<file path="src/rtl/hazard_stall_ctrl.sv">
// Pipeline sequencing controller: load-use stalls, branch flushes, memory-busy
// freezes and the multi-cycle interrupt-entry sequence for the five-stage core.
module hazard_stall_ctrl #(
    parameter int REG_W      = 3,
    parameter int INT_CYCLES = 3
) (
    input  logic             clk,
    input  logic             reset,
    input  logic [REG_W-1:0] id_src1,
    input  logic [REG_W-1:0] id_src2,
    input  logic             id_src1_used,
    input  logic             id_src2_used,
    input  logic             ex_mem_read,
    input  logic [REG_W-1:0] ex_rd,
    input  logic             ex_branch_taken,
    input  logic             mem_busy,
    input  logic             int_req,
    output logic             pc_write_en,
    output logic             fd_write_en,
    output logic             fd_flush,
    output logic             de_bubble,
    output logic             int_active,
    output logic [1:0]       int_step,
    output logic             int_ack
);

    typedef enum logic [1:0] {
        RUN      = 2'd0,
        MEM_WAIT = 2'd1,
        INT_SEQ  = 2'd2
    } state_t;

    localparam logic [1:0] LAST_STEP = 2'(INT_CYCLES - 1);

    state_t     state_r;
    state_t     state_next_s;
    logic [1:0] step_r;
    logic [1:0] step_next_s;
    logic       luh_s;

    // Load-use hazard detection against the load currently in EX.
    always_comb begin
        luh_s = ex_mem_read &
                ((id_src1_used & (ex_rd == id_src1)) |
                 (id_src2_used & (ex_rd == id_src2)));
    end

    // Output decode and next-state selection; MEM_WAIT shares the RUN rules
    // because a released freeze is evaluated exactly like a RUN cycle.
    always_comb begin
        pc_write_en  = 1'b1;
        fd_write_en  = 1'b0;
        fd_flush     = 1'b0;
        de_bubble    = 1'b0;
        int_active   = 1'b0;
        int_step     = 2'd0;
        int_ack      = 1'b0;
        state_next_s = state_r;
        step_next_s  = step_r;
        if (!reset) begin
            pc_write_en  = 1'b0;
            fd_write_en  = 1'b1;
            fd_flush     = 1'b1;
            de_bubble    = 1'b1;
            state_next_s = RUN;
            step_next_s  = 2'd0;
        end else begin
            case (state_r)
                RUN, MEM_WAIT: begin
                    step_next_s = 2'd0;
                    if (mem_busy) begin
                        pc_write_en  = 1'b0;
                        fd_write_en  = 1'b1;
                        state_next_s = MEM_WAIT;
                    end else if (ex_branch_taken) begin
                        fd_flush     = 1'b1;
                        de_bubble    = 1'b1;
                        state_next_s = RUN;
                    end else if (luh_s) begin
                        pc_write_en  = 1'b0;
                        fd_write_en  = 1'b1;
                        de_bubble    = 1'b1;
                        state_next_s = RUN;
                    end else if (int_req) begin
                        state_next_s = INT_SEQ;
                    end else begin
                        state_next_s = RUN;
                    end
                end
                INT_SEQ: begin
                    int_active = 1'b1;
                    int_step   = step_r;
                    if (mem_busy) begin
                        pc_write_en = 1'b0;
                        fd_write_en = 1'b1;
                    end else begin
                        fd_flush  = 1'b1;
                        de_bubble = 1'b1;
                        if (step_r == LAST_STEP) begin
                            pc_write_en  = 1'b1;
                            int_ack      = 1'b1;
                            state_next_s = RUN;
                            step_next_s  = 2'd0;
                        end else begin
                            pc_write_en = 1'b0;
                            step_next_s = step_r + 2'd1;
                        end
                    end
                end
                default: begin
                    pc_write_en  = 1'b0;
                    fd_write_en  = 1'b1;
                    fd_flush     = 1'b1;
                    de_bubble    = 1'b1;
                    state_next_s = RUN;
                    step_next_s  = 2'd0;
                end
            endcase
        end
    end

    // State and step registers, cleared asynchronously.
    always_ff @(posedge clk or negedge reset) begin
        if (!reset) begin
            state_r <= RUN;
            step_r  <= 2'd0;
        end else begin
            state_r <= state_next_s;
            step_r  <= step_next_s;
        end
    end

endmodule

</file>
<file path="config.mk">
export PLATFORM = sky130hd
export DESIGN_NAME = hazard_stall_ctrl
export DESIGN_NICKNAME = d
export VERILOG_FILES = /design/src/rtl/hazard_stall_ctrl.sv
export SDC_FILE = /design/constraint.sdc
export NUM_CORES = 1
export LEC_CHECK = 0
export ABC_CLOCK_PERIOD_IN_PS = 1000
export BUFFER_PORTS_ARGS = -buffer_cell sky130_fd_sc_hd__buf_2
export CORE_AREA = 2 2 39 41
export CTS_CLUSTER_DIAMETER = 50
export CTS_CLUSTER_SIZE = 12
export DETAILED_ROUTE_END_ITERATION = 8
export DIE_AREA = 0 0 41 43
export GPL_ROUTABILITY_DRIVEN = 1
export GPL_TIMING_DRIVEN = 0
export MAX_ROUTING_LAYER = met4
export PLACE_DENSITY_LB_ADDON = 0.08
export SLEW_MARGIN = 20
export SYNTH_ARGS = -nofsm -noshare
export SYNTH_HDL_FRONTEND = slang
export SYNTH_SLANG_ARGS = --single-unit
</file>
<file path="constraint.sdc">
create_clock -name clk -period 1 [get_ports clk]
set_input_delay 0.15 -clock clk [delete_from_list [all_inputs] [get_ports clk]]
set_output_delay 0.15 -clock clk [all_outputs]
set_load 0.01 [all_outputs]
</file>
# ---- Yosys cells after proc, flatten, opt, wreduce, memory -nomap -nowiden
# Index checks and enable logic that the tools add are counted.
dict set report totals {
  wordCells 57
  out_inout_bits 8
  input_bits 17
  register_bits 4
}
dict set report op_classes {
  mux 40
  addsub 1
  n_eq_ne 7
  bitwise_logic 4
  n_reduce_logical 3
}
# cell count
set ops {}
lappend ops {{2-to-1 mux 2 bit} 13}
lappend ops {{2-to-1 mux 1 bit} 22}
lappend ops {{case mux 1 bit (2 select lines)} 4}
lappend ops {{== test 3 bit} 2}
lappend ops {{!= test 3 bit (second input constant)} 2}
lappend ops {{== test 2 bit (second input constant)} 2}
lappend ops {{case mux 2 bit (2 select lines)} 1}
lappend ops {{bitwise AND 1 bit} 3}
lappend ops {{adder 2 x 1 -> 2 bit (second input constant)} 1}
lappend ops {{== test 2 x 1 -> 1 bit (second input constant)} 1}
lappend ops {{logical NOT 2 bit} 1}
lappend ops {{AND reduction 2 bit} 1}
lappend ops {{OR reduction 2 bit} 1}
lappend ops {{OR 1 bit} 1}

# ---- Longest topological paths before layout
dict set report depth {
  ltp_word 9
  depth_mapped 5
}

# ---- Least setup slack after synthesis
# OpenSTA, ideal clock, no wires.
dict set report synth_path {
  path_type {reg-to-output}
  start {reg state_r[0]}
  end {out pc_write_en}
  required_time_ns 0.850
  stages_incl_launch_ff 6
  n_path_buf 0
  arrival_ns 1.036
  setup_slack_ns -0.186
  cell_sequence {dfrtp_1 nand3b_1 inv_2 and2_1 nand2_1 o41ai_1}
}
dict set report synth_via {
  elab_chain_len 4
}
# element line
set synth_rtl {}
lappend synth_rtl {{from (decl)} 35} ;# state_t state_r;
lappend synth_rtl {{from (signal assigned)} 128} ;# state_r <= state_next_s;
lappend synth_rtl {{== test 2 x 1 -> 1 bit or logical NOT 2 bit (tied branches)} 68} ;# case (state_r)
lappend synth_rtl {{OR reduction 2 bit} 68}
lappend synth_rtl {{case mux 1 bit (2 select lines) (*)} 68}
lappend synth_rtl {{2-to-1 mux 1 bit (*)} 60} ;# if (!reset) begin
lappend synth_rtl {{to (decl)} 18} ;# output logic pc_write_en,
# Mark *: on every way between the ends. The rest lies on a longest branch, timed or not.

# ---- Worst setup path after layout
# Same ends and word-level chain as after synthesis.

==> run summary <==
The flow ran to the end, but the final reports show violations. The final reports fail on negative setup slack. The endpoint arrival time on the critical path came out at 1.33 ns. The mapped netlist covers about 350 sq um.

The worst hold path begins at int_req. For this block, the via count after detailed routing is 446. The path with the worst hold slack has its endpoint at state_r[1]$_DFFE_PN0P_.

Timing would allow up to 677.8 MHz. The post-synthesis cell count is 47. The number of max-slew violations in the final report is 0. Registers are responsible for 29.8% of the overall power. The fraction of final layout cells with drive strength greater than 1 is 64.56%. After detailed routing, the total wire length is 1.122 mm.

The worst hold path belongs to the class in2reg. The core region is 1384 sq um. At the end of routability-driven placement, the weighted congestion stood at roughly 0.75. The number of global-route vias before repair came out at 441. The filler cells instantiated in the layout total 131. The total power of the final layout came out at 0.5967 mW. The share of power burned in the clock network came out at 33.4%. The switching component of the power is ~0.18 mW. Input and output buffers added on the ports amount to 23.

Setup repair after global routing could not meet its margin everywhere. The length of the first detailed-routing pass in iterations is 2. The TritonCTS clock tree is built. Subtracting the final worst setup slack from the clock period gives 1.475 ns. The power density of the placed cells is 839.6 nW/um^2. The count of yosys warnings during synthesis came out at 0. The number of nets with antenna violations after routing came out at 0.

The largest fanout on the critical path came out at 2. The number of violations reported at the end of detailed-routing iteration 0 came out at 1. The slack of the worst reg-to-reg path came out at -0.12 ns. The peak supply drop came out at 0.3262 mV.

The final critical-path share of the clock period came out at 147.5%. The analysis attributes to cell leakage a power of 0.3726 nW. The synthesis-to-layout area growth is 100.7%. The distinct cell type count of the synthesized netlist is 20. The die covers 1763 sq um. The number of nets in the layout came out at 98. The register bit total from synthesis came out at 4. The cell chosen for the clock root is sky130_fd_sc_hd__clkbuf_4.

The top-level I/O count came out at 25. The register area share after synthesis came out at 28.27%. Detailed placement finished with a half-perimeter wire length of 756.7 um. The max-capacitance violation count is 0.

The maximum number of pins on one net before global-route repair is 11. 0 antenna diodes ended up in the layout. The least setup slack across all paths after layout is -0.4754 ns. In the final routed layout, each cell accounts on average for 11.81 um. The die is 41 um wide. The internal power is 0.4208 mW. The transition at the pin with the smallest max-transition slack is 0.2333 ns. Measured in cells, the most critical reg-to-reg path has a length of 5.

The worst setup path is launched from a flip-flop. In the routed design, unresolved DRC markers number 0. The fraction of the core area covered by cells at the end of the flow came out at 51.36%. The worst slew margin relative to its limit came out at ~84%.

Synthesis produced a netlist with a net count of between 60 and 70. The final worst clock skew came out at 0.0008899 ns. The global-route usage over all layers came out at 14.57%. The worst register-to-register path ends at state_r[1]$_DFFE_PN0P_.

The total overflow left after global routing is 0. The total clock sinks came out at 4. The worst setup path is of the reg2out kind. The clock latency reported for the late side of the worst-skew pair came out at 0.23 ns. The number of H-tree levels is 1. The worst register-to-register path begins at state_r[1]$_DFFE_PN0P_. The required arrival time at the worst endpoint came out at 0.85 ns. The wire length of the first global-routing pass is 1.718 mm. The count of standard-cell rows is 14.

The starting density of the core is 25.59%. The switching portion of total power came out at ~29%. The count of final hold-check violations came out at 0.

The worst setup path is captured at an output port. The critical path startpoint is state_r[0]$_DFFE_PN0P_. TritonCTS created 3 clock buffers. The maximum count of clock buffers along a single path is 2. From bottom edge to top edge, the die measures 43 um.

The number of antenna violations at the first check in global routing came out at 0. Per report_power, the combinational group accounts for 36.8% of the total. The total non-filler cell area in the finished layout is 710.7 sq um.

The setup-violating endpoint count in the final report came out at 11. Using the TritonRoute via totals, the vias-per-cell ratio works out to 4.695. After clock tree synthesis, the clock-pin slew on the worst setup and hold paths is 0.04 ns. The worst hold path passes through 3 cells. The average instance area after synthesis is 7.534 sq um. Once placement finished, the instance area stood at between 500 and 600 sq um.
## timing repair
action,4_1_cts,5_1_grt
hold buffers,1,0
endpoints found under the hold margin,4,0
buffers inserted,4,2
endpoints found under the setup margin,9,11
resized for setup,17,7
pin swaps,10,4
## synth_stat cells
cell type                  instances  area, sq um
sky130_fd_sc_hd__a211oi_2          1        12.51
sky130_fd_sc_hd__a21o_1            3        22.52
sky130_fd_sc_hd__a21oi_1           4        20.02
sky130_fd_sc_hd__a41oi_1           1        8.760
sky130_fd_sc_hd__and2_1            2        12.51
sky130_fd_sc_hd__and3_1            1        6.260
sky130_fd_sc_hd__buf_2             1        5.000
sky130_fd_sc_hd__dfrtp_1           4        100.1
sky130_fd_sc_hd__inv_1             4        15.01
sky130_fd_sc_hd__inv_2             1        3.750
sky130_fd_sc_hd__nand2_1           7        26.28
sky130_fd_sc_hd__nand3_1           1        5.000
sky130_fd_sc_hd__nand3b_1          1        7.510
sky130_fd_sc_hd__nand4_1           1        6.260
sky130_fd_sc_hd__nand4_2           1        12.51
sky130_fd_sc_hd__nor2_1            5        18.77
sky130_fd_sc_hd__nor3_1            1        5.000
sky130_fd_sc_hd__o21ai_1           1        5.000
sky130_fd_sc_hd__o41ai_1           1        8.760
sky130_fd_sc_hd__xnor2_1           6        52.55
## worst max path at each step
stage / endpoint / slack (ns) / depth (start not counted)
after floorplan: int_ack / -0.14 / 5
after detailed placement: fd_write_en / -0.38 / 6
after CTS: pc_write_en / -0.50 / 6
after global routing: pc_write_en / -0.53 / 6
final: pc_write_en / -0.48 / 6
after global placement: fd_write_en / -0.38 / 6
## through the flow
stage               worst slack (ns)  hold WS, ns  instances  setup TNS (ns)
global placement             -0.3754     -0.01490         86          -1.852
detailed placement           -0.3766     -0.01840         86          -1.695
global route                 -0.5345       0.2179         95          -3.619
floorplan                    -0.1366      -0.1456         47         -0.5181
finish                       -0.4754       0.1834         95          -3.038
CTS                          -0.4975       0.1645         94          -3.191
## layout make-up
| class | instances | area (sq um) | share of cell area [%] |
|---|---|---|---|
| Multi-Input combinational cell | 37 | 344.1 | 48.42 |
| Sequential cell | 4 | 101.3 | 14.26 |
| Tap cell | 16 | 20.02 | 2.817 |
| Timing Repair Buffer | 29 | 198.9 | 27.99 |
| Buffer | 1 | 5.005 | 0.7042 |
| Inverter | 5 | 18.77 | 2.641 |
| Clock buffer | 3 | 22.52 | 3.169 |
## sequential cells by signal, summed over array words and instances, names as in the netlist
register and flops:
state_r 2, step_r 2
## worst max-delay path, cell delays in order, from the launching register on
cell	delay, ns
sky130_fd_sc_hd__dfrtp_1	0.37
sky130_fd_sc_hd__nand3b_1	0.20
sky130_fd_sc_hd__inv_2	0.08
sky130_fd_sc_hd__and2_4	0.15
sky130_fd_sc_hd__nand2_4	0.06
sky130_fd_sc_hd__o41ai_4	0.05
sky130_fd_sc_hd__buf_2	0.18
## power by group through the flow
| stage | clock network [mW] | registers, mW | logic [mW] |
|---|---|---|---|
| 2_1_floorplan | 0 | 0.178 | 0.0883 |
| 3_3_place_gp | 0 | 0.179 | 0.151 |
| 3_5_place_dp | 0 | 0.179 | 0.151 |
| 4_1_cts | 0.208 | 0.178 | 0.194 |
| 5_1_grt | 0.218 | 0.179 | 0.238 |
| 6_report | 0.199 | 0.178 | 0.220 |
## placed cells by master (no fill, tap or decap), types with 3 or more instances in the layout
cell                       instances
sky130_fd_sc_hd__buf_2            20
sky130_fd_sc_hd__buf_4             4
sky130_fd_sc_hd__a21o_1            3
sky130_fd_sc_hd__dfrtp_1           3
sky130_fd_sc_hd__nor2_1            3
sky130_fd_sc_hd__xnor2_2           6
sky130_fd_sc_hd__inv_1             3
sky130_fd_sc_hd__clkbuf_4          3
sky130_fd_sc_hd__buf_6             3
sky130_fd_sc_hd__nand2_1           6
## routing by layer
layer / up-vias / GRT usage, % / part of all wire, % / wire length [um]
met5: - / - / 0 / 0
met4: 0 / 8.000 / 0.80 / 9
met3: 2 / 1.571 / 4.7 / 53
met2: 16 / 23.75 / 57 / 636
met1: 205 / 16.29 / 38 / 422
li1: 223 / - / - / -
## cells by family after synthesis
logic type	synth area share [%]
buffers and inverters	6.710
flip-flops	28.27
AND/OR/NAND/NOR	28.27
XOR/XNOR	14.84
AO/OA/AOI/OAI	21.91
Power figures use the tool's default switching activity.
